## config.mk

```make
export PLATFORM = sky130hd
export DESIGN_NAME = btb_update_ctrl
export DESIGN_NICKNAME = d
export VERILOG_FILES = /design/src/rtl/btb_pkg.sv /design/src/rtl/btb_upd_fifo.sv /design/src/rtl/btb_update_ctrl.sv
export SDC_FILE = /design/constraint.sdc
export NUM_CORES = 1
export LEC_CHECK = 0
export CORE_UTILIZATION = 52
export CTS_BUF_LIST = sky130_fd_sc_hd__clkbuf_8
export CTS_CLUSTER_DIAMETER = 40
export DETAILED_ROUTE_END_ITERATION = 7
export GPL_ROUTABILITY_DRIVEN = 0
export PLACE_DENSITY_LB_ADDON = 0.05
export SLEW_MARGIN = 20
export SYNTH_ARGS = -nofsm -noshare
export SYNTH_HDL_FRONTEND = slang
export SYNTH_SLANG_ARGS = --single-unit
export TNS_END_PERCENT = 1
```

## constraint.sdc

```tcl
create_clock -name CLK -period 5.2 [get_ports CLK]
set_input_delay 1.56 -clock CLK [delete_from_list [all_inputs] [get_ports CLK]]
set_output_delay 1.56 -clock CLK [all_outputs]
set_load 0.005 [all_outputs]
```

## src/rtl/btb_pkg.sv

```systemverilog
// Shared BTB geometry, sequencer states and entry-formatting helpers.
// The predict stage uses the same helpers, so index and word layout stay in one place.
package btb_pkg;

  localparam int BTB_IDX_W   = 11;
  localparam int BTB_TAG_W   = 2;
  localparam int BTB_VAL_W   = 13;
  localparam int BTB_ENTRIES = 2048;
  localparam int BTB_WORD_W  = 1 + BTB_TAG_W + BTB_VAL_W;

  typedef enum logic {
    INIT = 1'b0,
    RUN  = 1'b1
  } btb_state_e;

  function automatic logic [BTB_IDX_W-1:0] btb_index(input logic [31:0] pc);
    return pc[12:2];
  endfunction

  // Word layout: {valid, tag = pc[14:13], target = nextpc[14:2]}
  function automatic logic [BTB_WORD_W-1:0] btb_word(input logic [31:0] pc,
                                                     input logic [31:0] nextpc);
    return {1'b1, pc[14:13], nextpc[14:2]};
  endfunction

endpackage

```

## src/rtl/btb_upd_fifo.sv

```systemverilog
// Small update FIFO holding {index, word} pairs.
// The newest entry's word can be overwritten in place, which lets repeated writes coalesce.
module btb_upd_fifo
  import btb_pkg::*;
#(
  parameter int DEPTH  = 4,
  parameter int IDX_W  = BTB_IDX_W,
  parameter int WORD_W = BTB_WORD_W
) (
  input  logic              CLK,
  input  logic              RST,
  input  logic              clear,
  input  logic              push,
  input  logic              pop,
  input  logic              overwrite,
  input  logic [IDX_W-1:0]  push_idx,
  input  logic [WORD_W-1:0] push_word,
  output logic [IDX_W-1:0]  head_idx,
  output logic [WORD_W-1:0] head_word,
  output logic [IDX_W-1:0]  tail_idx,
  output logic              full,
  output logic              empty,
  output logic              one
);

  localparam int PTR_W = $clog2(DEPTH);
  localparam logic [PTR_W:0] PTR_ONE = {{PTR_W{1'b0}}, 1'b1};

  logic [IDX_W-1:0]  idx_mem  [DEPTH];
  logic [WORD_W-1:0] word_mem [DEPTH];
  logic [PTR_W:0]    rd_ptr;
  logic [PTR_W:0]    wr_ptr;
  logic [PTR_W:0]    count;
  logic [PTR_W-1:0]  tail_ptr;

  // Extra pointer bit separates full from empty; DEPTH must be a power of two.
  assign count     = wr_ptr - rd_ptr;
  assign tail_ptr  = wr_ptr[PTR_W-1:0] - PTR_ONE[PTR_W-1:0];
  assign full      = (count == {1'b1, {PTR_W{1'b0}}});
  assign empty     = (count == '0);
  assign one       = (count == PTR_ONE);
  assign head_idx  = idx_mem[rd_ptr[PTR_W-1:0]];
  assign head_word = word_mem[rd_ptr[PTR_W-1:0]];
  assign tail_idx  = idx_mem[tail_ptr];

  always_ff @(posedge CLK or posedge RST) begin
    if (RST) begin
      rd_ptr <= '0;
      wr_ptr <= '0;
    end else if (clear) begin
      rd_ptr <= '0;
      wr_ptr <= '0;
    end else begin
      if (push) wr_ptr <= wr_ptr + PTR_ONE;
      if (pop)  rd_ptr <= rd_ptr + PTR_ONE;
    end
  end

  always_ff @(posedge CLK) begin
    if (!clear) begin
      if (push) begin
        idx_mem[wr_ptr[PTR_W-1:0]]  <= push_idx;
        word_mem[wr_ptr[PTR_W-1:0]] <= push_word;
      end else if (overwrite) begin
        word_mem[tail_ptr] <= push_word;
      end
    end
  end

endmodule

```

## src/rtl/btb_update_ctrl.sv

```systemverilog
// BTB write-port sequencer: clears every entry after reset/flush, then arbitrates,
// buffers and coalesces D/E mispredict updates onto the single write port.
module btb_update_ctrl
  import btb_pkg::*;
#(
  parameter int IDX_W      = BTB_IDX_W,
  parameter int TAG_W      = BTB_TAG_W,
  parameter int VAL_W      = BTB_VAL_W,
  parameter int FIFO_DEPTH = 4
) (
  input  logic                   CLK,
  input  logic                   RST,
  input  logic                   fail_predictD,
  input  logic [31:0]            pcD,
  input  logic [31:0]            nextpcD,
  input  logic                   fail_predictE,
  input  logic [31:0]            pcE,
  input  logic [31:0]            nextpcE,
  input  logic                   flush_req,
  input  logic                   port_busy,
  output logic [IDX_W-1:0]       w_addr,
  output logic [TAG_W+VAL_W:0]   w_data,
  output logic                   wen,
  output logic                   init_busy,
  output logic [7:0]             drop_cnt
);

  localparam int WORD_W = 1 + TAG_W + VAL_W;
  localparam logic [IDX_W:0] CNT_ONE = {{IDX_W{1'b0}}, 1'b1};

  btb_state_e        state, state_d;
  logic [IDX_W:0]    cnt, cnt_d;
  logic              wen_d;
  logic [IDX_W-1:0]  w_addr_d;
  logic [WORD_W-1:0] w_data_d;

  logic              cand_vld;
  logic [IDX_W-1:0]  cand_idx;
  logic [WORD_W-1:0] cand_word;
  logic              deq, enq, coalesce, drop;
  logic [IDX_W-1:0]  head_idx, tail_idx;
  logic [WORD_W-1:0] head_word;
  logic              fifo_full, fifo_empty, fifo_one;

  // E is older than D, so an E mispredict squashes D as wrong-path work.
  assign cand_vld  = fail_predictE | fail_predictD;
  assign cand_idx  = fail_predictE ? btb_index(pcE) : btb_index(pcD);
  assign cand_word = fail_predictE ? btb_word(pcE, nextpcE) : btb_word(pcD, nextpcD);

  // FIFO handshake: push/overwrite land on the clock edge; pop takes the head
  // on the same edge it is registered to the write port. Flush overrides both.
  assign deq      = (state == RUN) && !fifo_empty && !port_busy && !flush_req;
  assign coalesce = (state == RUN) && !flush_req && cand_vld && !fifo_empty &&
                    (cand_idx == tail_idx) && !(deq && fifo_one);
  assign enq      = (state == RUN) && !flush_req && cand_vld && !coalesce &&
                    (!fifo_full || deq);
  assign drop     = cand_vld && !coalesce && !enq;

  btb_upd_fifo #(
    .DEPTH  (FIFO_DEPTH),
    .IDX_W  (IDX_W),
    .WORD_W (WORD_W)
  ) u_fifo (
    .CLK       (CLK),
    .RST       (RST),
    .clear     (flush_req),
    .push      (enq),
    .pop       (deq),
    .overwrite (coalesce),
    .push_idx  (cand_idx),
    .push_word (cand_word),
    .head_idx  (head_idx),
    .head_word (head_word),
    .tail_idx  (tail_idx),
    .full      (fifo_full),
    .empty     (fifo_empty),
    .one       (fifo_one)
  );

  always_comb begin
    state_d  = state;
    cnt_d    = cnt;
    wen_d    = 1'b0;
    w_addr_d = w_addr;
    w_data_d = w_data;
    if (flush_req) begin
      state_d = INIT;
      cnt_d   = '0;
    end else begin
      case (state)
        INIT: begin
          // cnt's top bit marks that the last entry has been issued.
          if (cnt[IDX_W]) begin
            state_d = RUN;
          end else if (!port_busy) begin
            wen_d    = 1'b1;
            w_addr_d = cnt[IDX_W-1:0];
            w_data_d = '0;
            cnt_d    = cnt + CNT_ONE;
          end
        end
        RUN: begin
          if (deq) begin
            wen_d    = 1'b1;
            w_addr_d = head_idx;
            w_data_d = head_word;
          end
        end
        default: state_d = INIT;
      endcase
    end
  end

  always_ff @(posedge CLK or posedge RST) begin
    if (RST) begin
      state     <= INIT;
      cnt       <= '0;
      wen       <= 1'b0;
      w_addr    <= '0;
      w_data    <= '0;
      init_busy <= 1'b1;
      drop_cnt  <= '0;
    end else begin
      state     <= state_d;
      cnt       <= cnt_d;
      wen       <= wen_d;
      w_addr    <= w_addr_d;
      w_data    <= w_data_d;
      init_busy <= (state_d == INIT);
      if (drop && (drop_cnt != 8'hFF)) drop_cnt <= drop_cnt + 8'd1;
    end
  end

endmodule

```

==> impl_metrics.py, run 1 <==
metrics = {
    "sta": {
        "rsz0062_at_grt": "false",
        "hold_violations": 0,
        "fin_ws_ps": 719,
        "fin_setup_tns_ps": 0,
        "maxSlewHeadroom_pct": 33.1,
        "clock_skew_ps": 13.5,
        "period_share_pct": 86.2,
        "fmax_mhz": 223,
        "setup_violations": 0,
        "fin_hold_ws_ps": 489,
        "timing.final.crit_period_ps": 4480,
        "final_max_slew_viol_count": 0,
        "worst_pin_slew_ps": 1000,
    },
    "synthesis": {
        "synth_top_area_share_pct": 43.5,
        "synthDistinctLibCells": 43,
        "synth-edff-count": 104,
        "synthArstFlopShare_pct": 35.0,
        "syn_area_um2": 7180,
        "synth_top_cells_by_area": "edfxtp_1 (44%), dfrtp_1 (19%), mux4_2 (8.5%)",
        "syn-num-nets": 611,
        "ys_seq_area_share_pct": 63.1,
        "avgSynthCellArea_um2": 15.3,
        "syn_inst": 468,
        "synth_seq_cells": 160,
        "synth_area_leader_cell": "edfxtp_1",
        "ys.flop_type": "edfxtp_1",
        "synth_warnings": 0,
    },
    "critical_path": {
        "cpMaxStageDelayCell": "clkdlybuf4s50_1",
        "crit_family": "simple AND/OR/NAND/NOR gates",
        "crit_required_ps": 5270,
        "cp_slowest_stage_delay_ps": 770,
        "crit_path_end_kind": "flop",
        "cp_data_arrival_time_ps": 4550,
        "path_max_fanout": 15,
        "crit_buf_inv": 1,
        "path_cells": "clkdlybuf4s50_1 -> mux2_2 -> xnor2_1 -> nand4b_1 -> or4_4 -> o22ai_2",
        "crit_type": "input pin to flop",
        "critPathLaunchType": "input pin",
    },
    "job": {
        "cap_viol_max_count": 0,
    },
    "placement": {
        "dpl.cell_count": 725,
        "hpwl_um": 9220,
        "place_ws_ps": 247,
        "io_buffers": 94,
    },
    "cts": {
        "hold_buffers": 0,
        "cts_tree": "yes",
        "cts_inserted_buffers": 17,
        "htree_levels": 4,
        "cts_setup_buffers": 0,
        "clockBufferDepth": 2,
        "clk_pin_slew_worst_paths_ps": 70,
        "clkLatencyLatePin_ps": 450,
        "cts_resized": 0,
        "clkSinkCount": 160,
        "clock-root-buffer": "clkbuf_8",
    },
    "power": {
        "p_seq_share_pct": 56.3,
        "power_leakage_nw": 3.09,
        "switching_share_pct": 22.5,
        "clkPwrFrac_pct": 34.1,
        "peakVddDrop_uv": 293,
        "p_comb_share_pct": 9.5,
        "power_density_nw_per_um2": 293,
        "p_switching_w": 0.000574,
        "p_int_w": 0.00198,
    },
    "grt": {
        "overflow": 0,
        "grt_pass1_wl_um": 22700,
        "grt_use_total_pct": 21.5,
        "grt_max_degree": 43,
        "first_global_vias": 4350,
        "antenna_found_initial": 0,
    },
    "layout": {
        "diodes": 0,
        "layout_common_cells": "edfxtp_1 (104), clkdlybuf4s50_1 (94), nand2_1 (57)",
        "nets": 711,
        "drive_gt1_share_pct": 18.2,
        "multi_input_area_um2": 2530,
        "areaGrowthSynthToFinish_pct": 21.3,
        "final_cells": 757,
        "regArea_um2": 4530,
        "final_common_cell": "edfxtp_1",
        "fillers": 998,
        "fin_util_pct": 65.2,
    },
    "run_status": {
        "outcome": "finished, final reports clean",
    },
    "detailed_routing": {
        "vias": 4209,
        "wl_um": 13900,
        "ant_nets": 0,
        "wl_per_cell_um": 18.4,
        "viasPerCell": 5.56,
        "drt_iter0_drc": 328,
        "first_pass_iters": 4,
        "drc_errors": 0,
    },
    "floorplanning": {
        "die-area_um2": 14300,
        "io_pins": 171,
        "die_y_um": 119,
        "coreArea_um2": 13300,
        "dieWidth_um": 119,
        "num_rows": 42,
        "initial_core_util_pct": 53.8,
    },
    "worst_hold_path": {
        "hold_class": "flop to flop",
    },
}
worst register-to-register path: stages, from the launching register on:
cell,delay (ps)
dfrtp_1,350
inv_1,130
ha_1,250
fa_1,500
or4bb_1,490
o31a_1,250
nand4b_1,130
or4_4,200
buf_4,200
nand3_1,140
o22ai_2,830
layout make-up:
type | count | share of cell area, %
well taps | 176 | 2.53
clock inverters | 14 | 1.45
clock buffers | 18 | 2.85
inverters | 5 | 0.216
flip-flops and latches | 160 | 52.0
repair buffers | 106 | 11.8
multi-input cells | 278 | 29.1
power by group through the flow:
stage / sequential [W] / clock [W] / combinational (W)
finish: 0.00144 / 0.000870 / 0.000243
global route: 0.00144 / 0.000941 / 0.000270
CTS: 0.00144 / 0.000889 / 0.000246
detailed placement: 0.00146 / 0 / 0.000246
global placement: 0.00146 / 0 / 0.000239
floorplan: 0.00146 / 0 / 0.000110
metal layers:
| metal | routed length, um | vias to the layer above | share of wire (%) | GRT usage (%) |
|---|---|---|---|---|
| met1 | 6220 | 2122 | 45 | 29.5 |
| met4 | 147 | 0 | 1.1 | 6.72 |
| met3 | 738 | 11 | 5.3 | 5.27 |
| met2 | 6810 | 109 | 49 | 34.1 |
| met5 | 0 | - | 0 | 0 |
| li1 | - | 1967 | - | - |
logic make-up (layout without fill, tap and decap cells):
logic type,count (synthesis),after routing,share of synthesized area (%)
flops,160,160,63.1
simple gates,118,118,7.72
compound gates,42,42,3.19
fa+ha+maj,9,9,1.67
xor+xnor,30,30,3.87
mux,79,79,18.5
buf+inv,30,143,2.00
path summary, 6_finish.rpt:
kind                                   from                endpoint  slack, ps  cells past startpoint
setup / recovery              fail_predictE  u_fifo.word_mem[1][13]        720                      6
hold / removal                    w_addr[3]               w_addr[3]        490                      2
setup reg to reg           u_fifo.wr_ptr[0]  u_fifo.word_mem[1][13]       1350                     10
hold reg to reg                   w_addr[3]               w_addr[3]        490                      2
max in group asynchronous               RST        u_fifo.rd_ptr[0]       2770                      3
min in group asynchronous               RST                     wen       1620                      2
per-stage QoR:
stage	total power (W)	area (um^2)
after floorplan	0.00157	7180
after global placement	0.00170	8330
after detailed placement	0.00171	8330
after CTS	0.00257	8710
after global routing	0.00265	8710
final	0.00255	8710
synthesized netlist by cell type (3+ instances only):
cell type,count
nor2_1,21
mux4_1,10
mux2i_1,14
and3_1,10
ha_1,8
dfrtp_1,55
xnor2_1,22
nand3_1,11
o21ai_0,30
buf_1,5
o22ai_1,3
clkbuf_1,13
nand2_1,57
mux4_2,27
a21oi_1,4
buf_2,4
mux2_2,28
edfxtp_1,104
inv_1,5
xor2_1,7
sequential cells by signal, indices dropped and copies added, names as in the netlist:
name             flops
cnt                 12
u_fifo.rd_ptr        3
w_data              16
state                1
wen                  1
u_fifo.word_mem     60
init_busy            1
w_addr              11
u_fifo.idx_mem      44
drop_cnt             8
u_fifo.wr_ptr        3
No activity file was read; power rests on OpenSTA's default activity.
==> inputs of run 2 (changes only) <==
--- a/config.mk
+++ b/config.mk
@@ -5,7 +5,7 @@
 export SDC_FILE = /design/constraint.sdc
 export NUM_CORES = 1
 export LEC_CHECK = 0
-export CORE_UTILIZATION = 52
+export CORE_UTILIZATION = 45
 export CTS_BUF_LIST = sky130_fd_sc_hd__clkbuf_8
 export CTS_CLUSTER_DIAMETER = 40
 export DETAILED_ROUTE_END_ITERATION = 7
==> run 2 against run 1 <==
  * Power is 0.29% higher
  * Non-clock buffer count unchanged
  * Clock skew fell by 3.7 ps
  * Critical path type unchanged
  * Final area grew 0.88%
  * Sequential power about the same
==> impl_metrics.py, run 2 (synthesis results as in run 1) <==
metrics = {
    "sta": {
        "fmax_mhz": 233,
        "fin_hold_ws_ps": 480,
        "hold_violations": 0,
        "setup_violations": 0,
        "period_share_pct": 82.4,
        "worst_pin_slew_ps": 987,
        "maxSlewHeadroom_pct": 34.2,
        "fin_setup_tns_ps": 0,
        "timing.final.crit_period_ps": 4290,
        "rsz0062_at_grt": "false",
        "clock_skew_ps": 9.83,
        "final_max_slew_viol_count": 0,
    },
    "critical_path": {
        "crit_type": "input pin to flop",
        "reg2reg_slack_ps": 1380,
        "crit_start": "fail_predictE",
        "crit_path_end_kind": "flop",
        "reg2reg_to": "u_fifo.word_mem[0][14]",
        "r2r_start": "u_fifo.wr_ptr[0]",
        "r2r_cells": 10,
        "crit_required_ps": 5280,
        "cp_data_arrival_time_ps": 4370,
        "critPathLaunchType": "input pin",
        "path_max_fanout": 28,
    },
    "worst_hold_path": {
        "min_path_cells": 2,
        "hold_class": "flop to flop",
        "min_to": "w_addr[5]",
        "hold_start": "w_addr[5]",
    },
    "cts": {
        "cts_tree": "yes",
        "cts_setup_buffers": 0,
        "clkLatencyLatePin_ps": 460,
        "clockBufferDepth": 2,
        "htree_levels": 4,
        "clk_pin_slew_worst_paths_ps": 80,
        "cts_resized": 0,
        "cts_inserted_buffers": 17,
        "clkSinkCount": 160,
        "hold_buffers": 0,
        "clock-root-buffer": "clkbuf_8",
    },
    "layout": {
        "layout_common_cells": "edfxtp_1 (104), clkdlybuf4s50_1 (94), nand2_1 (57)",
        "drive_gt1_share_pct": 18.9,
        "top_register": "u_fifo.word_mem",
        "areaGrowthSynthToFinish_pct": 22.4,
        "largest_reg_flops": 60,
        "nets": 711,
        "final_cells": 792,
        "fillers": 1233,
        "design_area_um2": 8780,
        "final_common_cell": "edfxtp_1",
        "diodes": 0,
    },
    "grt": {
        "overflow": 0,
        "grt_max_degree": 40,
        "antenna_found_initial": 1,
        "grt_use_total_pct": 18.9,
        "first_global_vias": 4190,
        "grt_pass1_wl_um": 22700,
    },
    "job": {
        "cap_viol_max_count": 0,
    },
    "detailed_routing": {
        "viasPerCell": 5.25,
        "vias": 4155,
        "wl_um": 14300,
        "ant_nets": 0,
        "wl_per_cell_um": 18.0,
        "drc_errors": 0,
        "drt_iter0_drc": 204,
        "first_pass_iters": 4,
    },
    "power": {
        "peakVddDrop_uv": 157,
        "power_density_nw_per_um2": 291,
        "power_leakage_nw": 3.08,
    },
    "floorplanning": {
        "num_rows": 45,
        "coreArea_um2": 15400,
        "dieWidth_um": 128,
        "initial_core_util_pct": 46.7,
        "die-area_um2": 16500,
        "io_pins": 171,
        "die_y_um": 128,
    },
    "run_status": {
        "outcome": "finished, final reports clean",
    },
    "placement": {
        "hpwl_um": 9340,
        "io_buffers": 94,
        "dpl.cell_count": 760,
        "postPlaceCellArea_um2": 8400,
    },
}
[run 2: stage by stage]
step | util [%] | power (W) | setup WS [ps]
after floorplan | - | 0.00157 | 722
after detailed placement | 54.7 | 0.00171 | 331
after global placement | 54.7 | 0.00170 | 360
after CTS | 57.1 | 0.00258 | 839
after global routing | 57.1 | 0.00266 | 764
final | 57.1 | 0.00256 | 914
[run 2: worst max-delay path by stage]
| stage | to |
|---|---|
| 2_1_floorplan | u_fifo.word_mem[0][0] |
| 3_3_place_gp | u_fifo.word_mem[1][9] |
| 3_5_place_dp | u_fifo.word_mem[0][9] |
| 4_1_cts | u_fifo.word_mem[0][4] |
| 5_1_grt | u_fifo.word_mem[1][7] |
| 6_report | u_fifo.word_mem[0][14] |
[run 2: final cells by class]
type                       instances  area, um^2  area share (%)
sequential                       160        4530            51.5
multi-input combinational        278        2530            28.9
timing repair buffer             106        1060            12.0
tap                              211         264            3.01
clock buffer                      17         234            2.66
clock inverter                    15         148            1.68
inverter                           5        18.8           0.214
[run 2: worst max-delay path: stages]
cell             delay (ps)
clkdlybuf4s50_1         500
buf_12                  210
mux2_2                  410
xnor2_1                 200
nand4b_1                150
or4_4                   580
o22ai_2                 750
[run 2: per-layer routing]
metal / vias up / part of all wire, % / GRT usage, %
met3: 14 / 3.7 / 4.22
met2: 87 / 48 / 30.3
met5: - / 0 / 0
met1: 2094 / 47 / 25.3
met4: 0 / 1.3 / 7.13
li1: 1960 / - / -
[run 2: power by group]
part | switching, W | internal, W
Clock | 0.000458 | 0.000422
Sequential | 0.0000384 | 0.00140
Combinational | 0.0000919 | 0.000152
Total | 0.000589 | 0.00197
